--- config.mk ---
export PLATFORM = sky130hd
export DESIGN_NAME = jpeg_block_sequencer
export DESIGN_NICKNAME = d
export VERILOG_FILES = /design/src/rtl/jpeg_block_sequencer.sv
export SDC_FILE = /design/constraint.sdc
export NUM_CORES = 1
export LEC_CHECK = 0
export BUFFER_PORTS_ARGS = -buffer_cell sky130_fd_sc_hd__buf_2
export CAP_MARGIN = 10
export CORE_ASPECT_RATIO = 0.9
export CORE_MARGIN = 2
export CORE_UTILIZATION = 59
export CTS_CLUSTER_DIAMETER = 30
export CTS_CLUSTER_SIZE = 24
export DETAILED_ROUTE_END_ITERATION = 16
export PLACE_DENSITY = 0.84
export SLEW_MARGIN = 20
export SYNTH_ARGS = -nofsm -noshare
export SYNTH_HDL_FRONTEND = slang
export SYNTH_SLANG_ARGS = --single-unit
--- constraint.sdc ---
create_clock -name clock -period 5.82 [get_ports clock]
set_input_delay 0.873 -clock clock [delete_from_list [all_inputs] [get_ports clock]]
set_output_delay 0.873 -clock clock [all_outputs]
set_load 0.01 [all_outputs]
--- src/rtl/jpeg_block_sequencer.sv ---
// Per-8x8-block control sequencer for one HW_JPEGenc channel.
// Optional Huffman watchdog enabled by defining SEQ_TIMEOUT_EN.
module jpeg_block_sequencer #(
  parameter int PIX_PER_BLOCK = 64,
  parameter int DCT_CYCLES    = 8,
  parameter int ZZ_ROWS       = 8,
  parameter int HUFF_TIMEOUT  = 1024
) (
  input  logic        clock,
  input  logic        reset_n,
  input  logic        start,
  input  logic        abort,
  input  logic        pix_valid,
  input  logic [7:0]  pix_in,
  output logic        pix_ready,
  output logic        input_1pix_enable,
  output logic [7:0]  pix_1pix_data,
  output logic        dct_enable,
  output logic        dct_end_enable,
  output logic        zigzag_input_enable,
  output logic        zigag_enable,
  output logic [7:0]  matrix_row,
  output logic        Huffman_start,
  input  logic        huff_done,
  output logic        busy,
  output logic        block_done,
  output logic [15:0] block_count,
  output logic        timeout_err
);

  localparam int PW = $clog2(PIX_PER_BLOCK + 1);
  localparam int CW = 16;

  typedef enum logic [3:0] {
    S_IDLE, S_LOAD, S_DCT, S_DCT_END, S_ZZ_LOAD,
    S_ZZ_ROW, S_HUFF_START, S_HUFF_WAIT, S_DONE
  } state_e;

  state_e state_q, state_d;
  logic [PW-1:0] pix_cnt_q, pix_cnt_d;
  logic [CW-1:0] cnt_q, cnt_d;
  logic       wr_q, wr_d;
  logic [7:0] pix_q, pix_d;
  logic       dct_q, dct_d;
  logic       dend_q, dend_d;
  logic       zin_q, zin_d;
  logic       zig_q, zig_d;
  logic [7:0] row_q, row_d;
  logic       hs_q, hs_d;
  logic       bd_q, bd_d;
  logic [15:0] bc_q, bc_d;
  logic       accept;
  logic       skip_inc;

`ifdef SEQ_TIMEOUT_EN
  // tmo marks the block currently in DONE as ended by the watchdog
  logic tmo_q, tmo_d;
  logic terr_q, terr_d;

  always_ff @(posedge clock or negedge reset_n) begin
    if (!reset_n) begin
      tmo_q  <= 1'b0;
      terr_q <= 1'b0;
    end else begin
      tmo_q  <= tmo_d;
      terr_q <= terr_d;
    end
  end

  assign skip_inc    = tmo_q;
  assign timeout_err = terr_q;
`else
  assign skip_inc    = 1'b0;
  assign timeout_err = 1'b0;
`endif

  assign accept = pix_valid && (state_q == S_LOAD) && !abort;

  always_comb begin
    state_d   = state_q;
    pix_cnt_d = pix_cnt_q;
    cnt_d     = cnt_q;
`ifdef SEQ_TIMEOUT_EN
    tmo_d     = tmo_q;
    terr_d    = terr_q;
`endif
    case (state_q)
      S_IDLE: if (start) state_d = S_LOAD;
      S_LOAD: begin
        if (accept) begin
          if (pix_cnt_q == PW'(PIX_PER_BLOCK - 1)) begin
            pix_cnt_d = '0;
            cnt_d     = '0;
            state_d   = S_DCT;
          end else begin
            pix_cnt_d = pix_cnt_q + 1'b1;
          end
        end
      end
      S_DCT: begin
        if (cnt_q == CW'(DCT_CYCLES - 1)) begin
          cnt_d   = '0;
          state_d = S_DCT_END;
        end else begin
          cnt_d = cnt_q + 1'b1;
        end
      end
      S_DCT_END: state_d = S_ZZ_LOAD;
      S_ZZ_LOAD: begin
        cnt_d   = '0;
        state_d = S_ZZ_ROW;
      end
      S_ZZ_ROW: begin
        if (cnt_q == CW'(ZZ_ROWS - 1)) begin
          cnt_d   = '0;
          state_d = S_HUFF_START;
        end else begin
          cnt_d = cnt_q + 1'b1;
        end
      end
      S_HUFF_START: begin
        cnt_d   = '0;
        state_d = S_HUFF_WAIT;
`ifdef SEQ_TIMEOUT_EN
        tmo_d   = 1'b0;
`endif
      end
      S_HUFF_WAIT: begin
        if (huff_done) begin
          cnt_d   = '0;
          state_d = S_DONE;
`ifdef SEQ_TIMEOUT_EN
        end else if (cnt_q == CW'(HUFF_TIMEOUT - 1)) begin
          cnt_d   = '0;
          tmo_d   = 1'b1;
          terr_d  = 1'b1;
          state_d = S_DONE;
`endif
        end else begin
          cnt_d = cnt_q + 1'b1;
        end
      end
      S_DONE: state_d = start ? S_LOAD : S_IDLE;
      default: state_d = S_IDLE;
    endcase
    if (abort) begin
      state_d   = S_IDLE;
      pix_cnt_d = '0;
      cnt_d     = '0;
`ifdef SEQ_TIMEOUT_EN
      tmo_d     = 1'b0;
      terr_d    = 1'b0;
`endif
    end
  end

  // Moore strobes: registered from the current state, squashed by abort
  always_comb begin
    wr_d   = accept;
    pix_d  = accept ? pix_in : pix_q;
    dct_d  = !abort && (state_q == S_DCT);
    dend_d = !abort && (state_q == S_DCT_END);
    zin_d  = !abort && (state_q == S_ZZ_LOAD);
    zig_d  = !abort && (state_q == S_ZZ_ROW);
    row_d  = zig_d ? cnt_q[7:0] : 8'd0;
    hs_d   = !abort && (state_q == S_HUFF_START);
    bd_d   = !abort && (state_q == S_DONE);
    bc_d   = (bd_d && !skip_inc) ? bc_q + 16'd1 : bc_q;
  end

  always_ff @(posedge clock or negedge reset_n) begin
    if (!reset_n) begin
      state_q   <= S_IDLE;
      pix_cnt_q <= '0;
      cnt_q     <= '0;
      wr_q      <= 1'b0;
      pix_q     <= 8'd0;
      dct_q     <= 1'b0;
      dend_q    <= 1'b0;
      zin_q     <= 1'b0;
      zig_q     <= 1'b0;
      row_q     <= 8'd0;
      hs_q      <= 1'b0;
      bd_q      <= 1'b0;
      bc_q      <= 16'd0;
    end else begin
      state_q   <= state_d;
      pix_cnt_q <= pix_cnt_d;
      cnt_q     <= cnt_d;
      wr_q      <= wr_d;
      pix_q     <= pix_d;
      dct_q     <= dct_d;
      dend_q    <= dend_d;
      zin_q     <= zin_d;
      zig_q     <= zig_d;
      row_q     <= row_d;
      hs_q      <= hs_d;
      bd_q      <= bd_d;
      bc_q      <= bc_d;
    end
  end

  assign pix_ready           = (state_q == S_LOAD);
  assign busy                = (state_q != S_IDLE);
  assign input_1pix_enable   = wr_q;
  assign pix_1pix_data       = pix_q;
  assign dct_enable          = dct_q;
  assign dct_end_enable      = dend_q;
  assign zigzag_input_enable = zin_q;
  assign zigag_enable        = zig_q;
  assign matrix_row          = row_q;
  assign Huffman_start       = hs_q;
  assign block_done          = bd_q;
  assign block_count         = bc_q;

endmodule

==> Word level (Yosys, flattened, before mapping) <==
Cells that the tools add are included.
{ "classes": {"addsub": 3, "eq_ne": 16, "reduce_logical": 19, "mux": 20} }
{ "ops": {"columns": ["operator", "n"], "rows": [
  ["two-way mux 16 bit", 5],
  ["case mux 16 bit (4 select lines)", 1],
  ["case mux 4 bit (9 select lines)", 1],
  ["adder 16 x 1 -> 16 bit (second input constant)", 2],
  ["two-way mux 4 bit", 7],
  ["two-way mux 7 bit", 4],
  ["== test 16 x 3 -> 1 bit (second input constant)", 1],
  ["== test 4 x 3 -> 1 bit (second input constant)", 4],
  ["!= test 3 bit (second input constant)", 4],
  ["== test 4 x 2 -> 1 bit (second input constant)", 2],
  ["logical AND 1 bit", 8],
  ["two-way mux 8 bit", 1],
  ["adder 7 x 1 -> 7 bit (second input constant)", 1],
  ["== test 7 x 6 -> 1 bit (second input constant)", 1],
  ["!= test 3 x 2 -> 1 bit (second input constant)", 2],
  ["AND reduction 6 bit", 1],
  ["nonzero test 5 bit", 1],
  ["== test 4 x 1 -> 1 bit (second input constant)", 1],
  ["== test 4 bit (second input constant)", 1],
  ["logical NOT 4 bit", 1],
  ["nonzero test 2 bit", 2],
  ["nonzero test 4 bit", 1],
  ["OR reduction 2 bit", 2],
  ["AND reduction 3 bit", 1],
  ["3 further kinds", 3]
]} }
{ "totals": {"elab_cells": 71, "input_bits": 14, "out_inout_bits": 42, "register_bits": 66} }

==> Longest topological paths before layout <==
Gate-level depths: netlist (run 1).
{ "logic_depth": {"ltp_word": 6, "depth_mapped": 8, "ltp_nobuf": 6} }

==> Least setup slack after synthesis (run 1) <==
Ideal clock, no wire load.
{ "synth_timing": {"kind": "input-to-reg", "start": "in abort", "end": "reg state_q[0]", "path_slack_ps": 3526, "cell_stages": 7, "arrival_ps": 2169, "cell_sequence": "or3b_1 buf_2 nor3_2 a21o_1 buf_6 or2_4 mux2_4"} }
{ "synth_via": {"elab_chain_len": 4} }
{ "synth_rtl": {"columns": ["item", "line_no", "text"], "rows": [
  ["start, declared", "12", "input logic abort,"],
  ["logical NOT 1 bit", "77", "assign accept = pix_valid && (state_q == S_LOAD) && !abort;"],
  ["logical AND 1 bit", "77", null],
  ["!= test 3 x 2 -> 1 bit (no line)", null, null],
  ["AND reduction 6 bit (no line)", null, null],
  ["end signal, assigned", "187", "state_q <= state_d;"],
  ["end, declared", "39", "state_e state_q, state_d;"]
]} }
Parallel ways exist; a longest one is shown, timed or not.
A chain may end at the register's enable or synchronous reset.

==> Worst setup path after layout (run 1) <==
Same ends and word-level chain as after synthesis.

==> impl_results.md, run 1 <==
- Wire length per cell: 16.11 um
- Layout cell share with drive strength beyond 1: 0.2522
- Post-Route Skew: 0.009792 ns
- Cell Rows: 24
- Nets: 358
- # DRC: 0
- Worst setup SP type: primary input
- Count leader, synth: dfrtp_1
- Fin cells: 410
- Max Cap Violations: 0
- Routed vias: 2421
- EDFF count, synth: 0
- Synth top area cells: dfrtp_1 54%, xnor2_1 3.4%, mux2_2 3.3%
- CTS sink cnt: 66
- First-pass GRT wire length: 10.83 mm
- Top cell type's share of synthesized area: 0.5353
- Syn-to-layout area delta: 16.34%
- Unique masters post-synth: 50
- Post_cts resized: 0
- WHS: 0.4717 ns
- CTS tree: yes
- Hold Crit Class: flop to flop
- Slew of the pin with the lowest slew margin: 0.8021 ns
- Setup TNS: 0 ns
- CP Max Fanout: 27
- DR vias/cell: 5.905
- DP Cell Count: 395
- Post-synthesis register bit count: 66
- TritonCTS Buffers: 9
- Post-DP HPWL: 4.335 mm
- Ys async rst share: 1.000
- Final Cycle Share: 0.4843
- Die area: 5825 um2
- Synth Cell Area: 3085 um2
- CTS Buffer Depth: 2
- Slew Limit Fails: 0
- Minimum clock period: 2.818 ns
- CTS root buf: clkbuf_8
- CP Class: primary input to flop
- Number of I/O port buffers: 54
- Htree depth: 3
- Drt first pass iters: 4
- DIE HEIGHT: 72.61 um
- Register area share after synthesis: 0.5353
- Pre-CTS setup slack: 2.703 ns
- Number of global-route vias before repair: 2260
- Top cells by count, synth: 66 x dfrtp_1, 22 x nor2_1, 18 x nand2_1
- Initial Util: 0.6227
- Final setup fails: 0
- Peak supply drop: 0.0003190 V
- Clock latency on the worst-skew pair: 0.35 ns
- Diode count: 0
- GRT Overall Usage: 0.2482
- F_max: 354.8 MHz
- Largest net degree at the start of global routing: 67
- IO Count: 56
- Overflow after GRT: 0
- RSZ-0062 raised after global routing: false
- Final worst slack: 3.002 ns
- P per Cell Area: 367.1 nW/um2
- Arrival @ worst endpoint: 3.05 ns
- Most used DFF post-synth: dfrtp_1
- Hold Fails Final Rpt: 0
- Post-Synthesis Cells: 290
- Core area: 4955 um2
- Normalized max-slew margin: 0.4652
- LEAKAGE: 1.793 nW
- Detailed Route WL: 6.605 mm
- Die Wd: 80.23 um
- Initial antenna violation count: 0
- DR iter-0 viols: 172
- Clock Pin Slew Worst Setup and Hold Paths: 0.07 ns
- Routability Congestion: 0.9134
- Outcome: complete, no violations
- Hold_buf cts: 0
- Post-CTS setup buffer count: 0
- Mapped Nets: 307
- Synth Warn #: 0
- Synth Area per Inst: 10.64 um2
- Critical Path RT: 6.05 ns
- Biggest area consumer among synthesized cells: dfrtp_1
- Post-route ant nets: 0
- Worst Setup End Kind: flop
## cell families after synthesis
logic type | share of synthesized area
compound gates | 0.1091
fa+ha+maj | 0.01217
flops | 0.5353
mux | 0.03771
other cells | 0.001215
simple gates | 0.2169
xor+xnor | 0.04826
buf+inv | 0.03933
## metrics by stage
step / power (W) / instance area (um2) / util
global route: 0.001379 / 3590 / 0.7245
floorplan: 0.0007736 / 3085 / -
finish: 0.001318 / 3590 / 0.7245
global placement: 0.0008462 / 3349 / 0.6760
CTS: 0.001326 / 3590 / 0.7245
detailed placement: 0.0008584 / 3349 / 0.6760
## flip-flops by register name, indices dropped and copies added (netlist names), 4 cells and up
register       count
block_count       16
cnt_q             16
matrix_row         8
pix_1pix_data      8
pix_cnt_q          7
state_q            4
## per-layer routing
layer / share of wire / up-vias / global-route usage
li1: - / 1134 / -
met1: 0.44 / 1193 / 0.3275
met2: 0.49 / 84 / 0.3880
met3: 0.054 / 10 / 0.08416
met4: 0.019 / 0 / 0.08663
met5: 0 / - / 0
## power breakdown
group | internal [W] | switching (W) | leakage, nW
combinational | 0.000125 | 0.000173 | 0.773
clock | 0.000293 | 0.000168 | 0.118
sequential | 0.000508 | 0.0000509 | 0.901
## final cells by class
class	count	area, um2
Fill cell	374	1365
Clock inverter	5	102.6
Inverter	7	26.28
Multi-Input combinational cell	202	1313
Timing Repair Buffer	55	277.8
Clock buffer	10	137.6
Tap cell	65	81.33
Sequential cell	66	1652
## path summary, 6_finish.rpt
| kind | endpoint | slack (ns) | start | cells after the start |
|---|---|---|---|---|
| worst max-delay path | state_q[0] | 3.00 | abort | 6 |
| worst min-delay path | block_count[15] | 0.47 | block_count[15] | 1 |
| worst max register to register | state_q[0] | 3.15 | state_q[2] | 5 |
| worst min register to register | block_count[15] | 0.47 | block_count[15] | 1 |
| max in group asynchronous | pix_1pix_data[0] | 4.59 | reset_n | 2 |
| min in group asynchronous | cnt_q[11] | 0.70 | reset_n | 2 |
## critical path, cell delays in order
cell,delay (ns)
buf_2,0.20
or3b_1,0.53
nor3_2,0.24
a21o_1,0.64
or2_4,0.27
mux2_4,0.29
## placed cells by master (no fill, tap or decap), drive strengths merged, types with 3 or more instances in the layout
cell type / n
ha: 3
dfrtp: 66
clkbuf: 10
nor2b: 4
nand4: 6
a31oi: 6
and2: 8
xnor2: 12
mux2: 10
nand3: 17
a21o: 3
nor3: 12
and4: 4
nand2: 18
bufinv: 3
or3: 4
and3: 13
nand2b: 3
o21ai: 8
a41oi: 3
buf: 55
a22o: 3
inv: 7
a21oi: 12
nor2: 23
xor2: 5
Note: power is estimated with default switching activity, not from simulation.
==> run 2: changes to the inputs <==
ABC_AREA = 1   (was default)
CORE_UTILIZATION = 57   (was 59)
PLACE_DENSITY = 0.8   (was 0.84)
clock period = 2.9 ns   (was 5.82 ns; I/O delays follow)
==> run 2 against run 1 <==
Synthesized area is 13% higher. Routed wire length is 16% higher. Critical path depth is 2 higher. Critical endpoint is now cnt_q[4]. Worst hold slack worse by 0.21 ns.
==> impl_results.md, run 2 <==
- Setup TNS: 0 ns
- Number of global-route vias before repair: 2992
- Nets: 529
- Peak supply drop: 0.0004172 V
- Post-synthesis register bit count: 66
- Diode count: 0
- Synth Warn #: 0
- Hold_buf cts: 0
- Post-route ant nets: 0
- TritonCTS Buffers: 9
- IO Count: 56
- Top cell type's share of synthesized area: 0.4729
- Critical path, cell by cell: ha_1, nand2_1, nor2_1, nand2_1, nand2_1, nor2_1, o21ai_0, o21ai_1
- Post-DP HPWL: 5.531 mm
- DR vias/cell: 5.442
- Arrival @ worst endpoint: 2.18 ns
- Ys async rst share: 1.000
- Cell Rows: 27
- CTS Buffer Depth: 2
- CP dominant cell by count: nand2_1
- Hold Crit Class: primary input to asynchronous set/reset pin
- Number of I/O port buffers: 54
- Area occupied by multi-input gates: 1604 um2
- # DRC: 0
- Largest net degree at the start of global routing: 67
- Drt first pass iters: 5
- DIE HEIGHT: 78.26 um
- Detailed Route WL: 7.658 mm
- Register area share after synthesis: 0.4729
- RSZ-0062 raised after global routing: false
- LEAKAGE: 2.093 nW
- Initial Util: 0.5807
- GRT Overall Usage: 0.2489
- Minimum clock period: 1.956 ns
- CTS sink cnt: 66
- Worst Setup End Kind: flop
- Clock Pin Slew Worst Setup and Hold Paths: 0.07 ns
- Hold Fails Final Rpt: 0
- Max Cap Violations: 0
- Post-CTS setup buffer count: 0
- Slowest CP cell: nor2_1
- Post-Route Skew: 0.01196 ns
- Die Wd: 86.51 um
- Die area: 6769 um2
- CTS tree: yes
- Biggest area consumer among synthesized cells: dfrtp_1
- Final Cycle Share: 0.6746
- Register area: 1652 um2
- Most frequent cells in the layout: 131 x nand2_1, 66 x dfrtp_1, 59 x nor2_1
- Initial antenna violation count: 0
- Commonest non-fill, non-tap cell in the layout: nand2_1
- Slew of the pin with the lowest slew margin: 0.8251 ns
- First-pass GRT wire length: 13.28 mm
- Core area: 6013 um2
- Top cells by count, synth: 131 x nand2_1, 66 x dfrtp_1, 59 x nor2_1
- F_max: 511.1 MHz
- Mapped Nets: 469
- Most used DFF post-synth: dfrtp_1
- DR iter-0 viols: 231
- Layout cell share with drive strength beyond 1: 0.1841
- CTS root buf: clkbuf_8
- CP peak stage delay: 0.45 ns
- Core Util, Final: 0.6694
- Unique masters post-synth: 33
- CP Class: flop to flop
- Power Total: 0.002600 W
- Routability Congestion: 0.9078
- Synth top area cells: dfrtp_1 47%, nand2_1 14%, nor2_1 6.3%
- Syn-to-layout area delta: 15.26%
- Critical Path RT: 3.12 ns
- EDFF count, synth: 0
- Synth Area per Inst: 7.726 um2
- Wire length per cell: 13.02 um
- Clock latency on the worst-skew pair: 0.35 ns
- Filler cells: 496
- WHS: 0.2621 ns
- Synth Cell Area: 3492 um2
- Outcome: complete, no violations
- Post-Synthesis Cells: 452
- Slew Limit Fails: 0
- Worst setup SP type: flop
- Final setup fails: 0
- CP Max Fanout: 8
- Routed vias: 3200
- Normalized max-slew margin: 0.4499
- P per Cell Area: 645.9 nW/um2
- Post_cts resized: 0
- Htree depth: 3
- Count leader, synth: nand2_1
- Overflow after GRT: 0
==> run 2: where the power goes <==
| part | total [W] | switching [W] | internal (W) |
|---|---|---|---|
| sequential | 0.00111 | 0.0000900 | 0.00102 |
| combinational | 0.000696 | 0.000469 | 0.000227 |
| clock | 0.000789 | 0.000351 | 0.000439 |
| total | 0.00260 | 0.000910 | 0.00169 |
==> run 2: cell families (layout without fill, tap and decap cells) <==
family | count (synthesis) | in the layout | synth area share
and+or+nand+nor | 274 | 274 | 0.3526
DFF | 66 | 66 | 0.4729
buffers and inverters | 59 | 123 | 0.06772
AOI/OAI and AO/OA | 32 | 32 | 0.05231
xor gates and xnor gates | 17 | 17 | 0.04264
adders and majority gates | 3 | 3 | 0.01075
other | 1 | 1 | 0.001074
==> run 2: final timing paths <==
path	cells after the start	slack [ns]	start	endpoint
max in group asynchronous	2	2.09	reset_n	pix_1pix_data[7]
max	8	0.94	cnt_q[0]	cnt_q[4]
min in group clock	3	0.28	pix_in[4]	pix_1pix_data[4]
max reg2reg	8	0.94	cnt_q[0]	cnt_q[4]
min	2	0.26	reset_n	matrix_row[4]
min reg2reg	2	0.47	pix_1pix_data[2]	pix_1pix_data[2]
==> run 2: final cells by class <==
class | count | area share
sequential | 66 | 0.4103
multi-input combinational | 327 | 0.3985
timing repair buffer | 55 | 0.06901
inverter | 53 | 0.04942
clock buffer | 11 | 0.03761
tap | 72 | 0.02238
clock inverter | 4 | 0.01274
==> run 2: critical path: cells and delay by family (launching register included) <==
kind / cells / cell delay (ns)
AO/OA/AOI/OAI: 2 / 0.36
adder cells (fa/ha/maj): 1 / 0.22
flip-flops: 1 / 0.43
AND/OR/NAND/NOR: 5 / 0.80
==> run 2: per-layer routing <==
layer | routed length [um] | up-vias | track usage
li1 | - | 1560 | -
met1 | 3424 | 1493 | 0.3338
met2 | 3632 | 132 | 0.3962
met3 | 479 | 15 | 0.06730
met4 | 122 | 0 | 0.07500
met5 | 0 | - | 0
==> run 2: stage by stage <==
| step | worst slack [ns] | cell area (um2) | std cells |
|---|---|---|---|
| after floorplan | 1.388 | 3492 | 452 |
| after global placement | 1.022 | 3822 | 573 |
| after detailed placement | 0.9796 | 3822 | 573 |
| after CTS | 1.017 | 4025 | 588 |
| after global routing | 0.7813 | 4025 | 588 |
| final | 0.9436 | 4025 | 588 |
==> run 3: changes to the inputs <==
ABC_AREA = 0   (was 1)
CORE_UTILIZATION = 55   (was 57)
PLACE_DENSITY = 0.79   (was 0.8)
clock period = 1.92 ns   (was 2.9 ns; I/O delays follow)
==> run 3 against run 2 <==
Utilization up 6.8 points. Non-clock buffer count rose by 35. Worst setup slack worse by 0.91 ns. Critical path type unchanged. Critical endpoint is now state_q[0]. Largest power group unchanged. Highest routed layer unchanged.
==> impl_results.md, run 3 (synthesis results as in run 1) <==
- GRT Overall Usage: 0.2248
- Filler cells: 362
- CTS tree: yes
- RSZ-0062 raised after global routing: true
- CTS Buffer Depth: 2
- CP peak stage delay: 0.43 ns
- Largest net degree at the start of global routing: 32
- Most frequent cells in the layout: 64 x dfrtp_1, 54 x buf_2, 32 x buf_4
- CP Class: flop to flop
- Peak supply drop: 0.0007609 V
- Final Cycle Share: 0.9816
- DR WL met2: 3.265 mm
- CP Max Fanout: 6
- Arrival @ worst endpoint: 2.13 ns
- P per Cell Area: 1045 nW/um2
- Worst r2r path cells: 5
- Nets: 393
- F_max: 530.6 MHz
- TritonCTS Buffers: 9
- Layout cell share with drive strength beyond 1: 0.3386
- Core Util, Final: 0.7372
- Die Wd: 82.95 um
- Slew Limit Fails: 0
- Setup TNS: 0 ns
- Die area: 6226 um2
- Final setup fails: 0
- Commonest non-fill, non-tap cell in the layout: dfrtp_1
- Critical path, cell by cell: or3_4, a311oi_2, a21o_1, or2_4, mux2_4
- Initial Util: 0.5802
- Clock latency on the worst-skew pair: 0.36 ns
- # DRC: 0
- Area occupied by multi-input gates: 1353 um2
- Crit path buffers/inverters: 0
- DP Cell Count: 429
- Overflow after GRT: 0
- Normalized max-slew margin: 0.6160
- Register area: 1654 um2
- WL met1: 3.049 mm
- Drt first pass iters: 4
- Max Cap Violations: 0
- DR iter-0 viols: 150
- Detailed Route WL: 6.832 mm
- IO Count: 56
- Htree depth: 3
- Fin cells: 448
- Post-Route Skew: 0.01367 ns
- Clock Pin Slew Worst Setup and Hold Paths: 0.08 ns
- DIE HEIGHT: 75.06 um
- DR vias/cell: 5.676
- Outcome: complete, no violations
- Hold path cells: 2
- Post-route ant nets: 0
- Number of global-route vias before repair: 2292
- Met3 Wirelength: 403 um
- Cell Rows: 25
- Diode count: 0
- First-pass GRT wire length: 10.73 mm
- Hold Crit Class: primary input to flop
- Routability Congestion: 0.8575
- CP Depth: 5
- Worst setup SP type: flop
- Hold Fails Final Rpt: 0
- CTS sink cnt: 66
- Post-DP HPWL: 4.844 mm
- Syn-to-layout area delta: 27.05%
- Routed vias: 2543
- Minimum clock period: 1.885 ns
- WHS: 0.1590 ns
- CTS root buf: clkbuf_8
- LEAKAGE: 1.965 nW
- Wire length per cell: 15.25 um
- Critical Path RT: 2.16 ns
- Initial antenna violation count: 0
- Slew of the pin with the lowest slew margin: 0.5760 ns
- Slowest CP cell: dfrtp_1
- Largest delay share family, worst path: simple AND/OR/NAND/NOR gates
- Number of I/O port buffers: 54
- Core area: 5318 um2
- Top Metal Used: met4
- Worst Setup End Kind: flop
-- run 3: cell count changes in the layout (fill, tap and decap cells not counted), sizes merged, moves of 13 or more --
| cell | before | now |
|---|---|---|
| buf | 55 | 88 |
| nand3 | 42 | 17 |
| nor2 | 65 | 23 |
| nand2 | 139 | 18 |
| inv | 53 | 8 |
| and3 | 0 | 13 |
-- run 3: stage by stage --
stage	setup slack [ns]	instance area [um2]	power, W
after global placement	0.1040	3617	0.002726
after floorplan	0.04151	3085	0.002345
after detailed placement	0.05027	3617	0.002768
final	0.03536	3920	0.004097
after CTS	0.03242	3845	0.004055
after global routing	-0.04638	3920	0.004304
-- run 3: per-layer routing --
metal	up-vias	global-route usage
li1	1208	-
met1	1239	0.2981
met2	84	0.3495
met3	12	0.08114
met4	0	0.07832
met5	-	0
-- run 3: power breakdown --
group          internal (W)  leakage [nW]  switching, W
Clock              0.000735         0.107      0.000556
Sequential          0.00154         0.899      0.000106
Combinational      0.000541         0.959      0.000617
-- run 3: worst register-to-register path: stages (launching register included) --
cell and delay, ns:
dfrtp_1 0.43, or3_4 0.42, a311oi_2 0.28, a21o_1 0.18
or2_4 0.16, mux2_4 0.29
-- run 3: worst paths after layout --
path	start	to	slack, ns
setup / recovery	state_q[2]	state_q[0]	0.04
hold / removal	pix_in[0]	pix_1pix_data[0]	0.16
setup reg to reg	state_q[2]	state_q[0]	0.04
hold reg to reg	block_count[15]	block_count[15]	0.46
max in group asynchronous	reset_n	cnt_q[9]	0.86
min in group asynchronous	reset_n	matrix_row[1]	0.45
-- run 3: what timing repair did --
| action | in CTS | in global routing |
|---|---|---|
| gates resized for setup | 0 | 10 |
| endpoints found under the hold margin | 22 | 0 |
| endpoints found under the setup margin | 0 | 16 |
| hold buffers | 1 | 0 |
| buffers inserted | 0 | 1 |
-- run 3: area by class of cell --
cell class,count,share of cell area
Tap cell,67,0.02139
Timing Repair Buffer,90,0.1494
Multi-Input combinational cell,202,0.3450
Sequential cell,66,0.4220
Clock buffer,10,0.03256
Clock inverter,6,0.02298
Inverter,7,0.006703
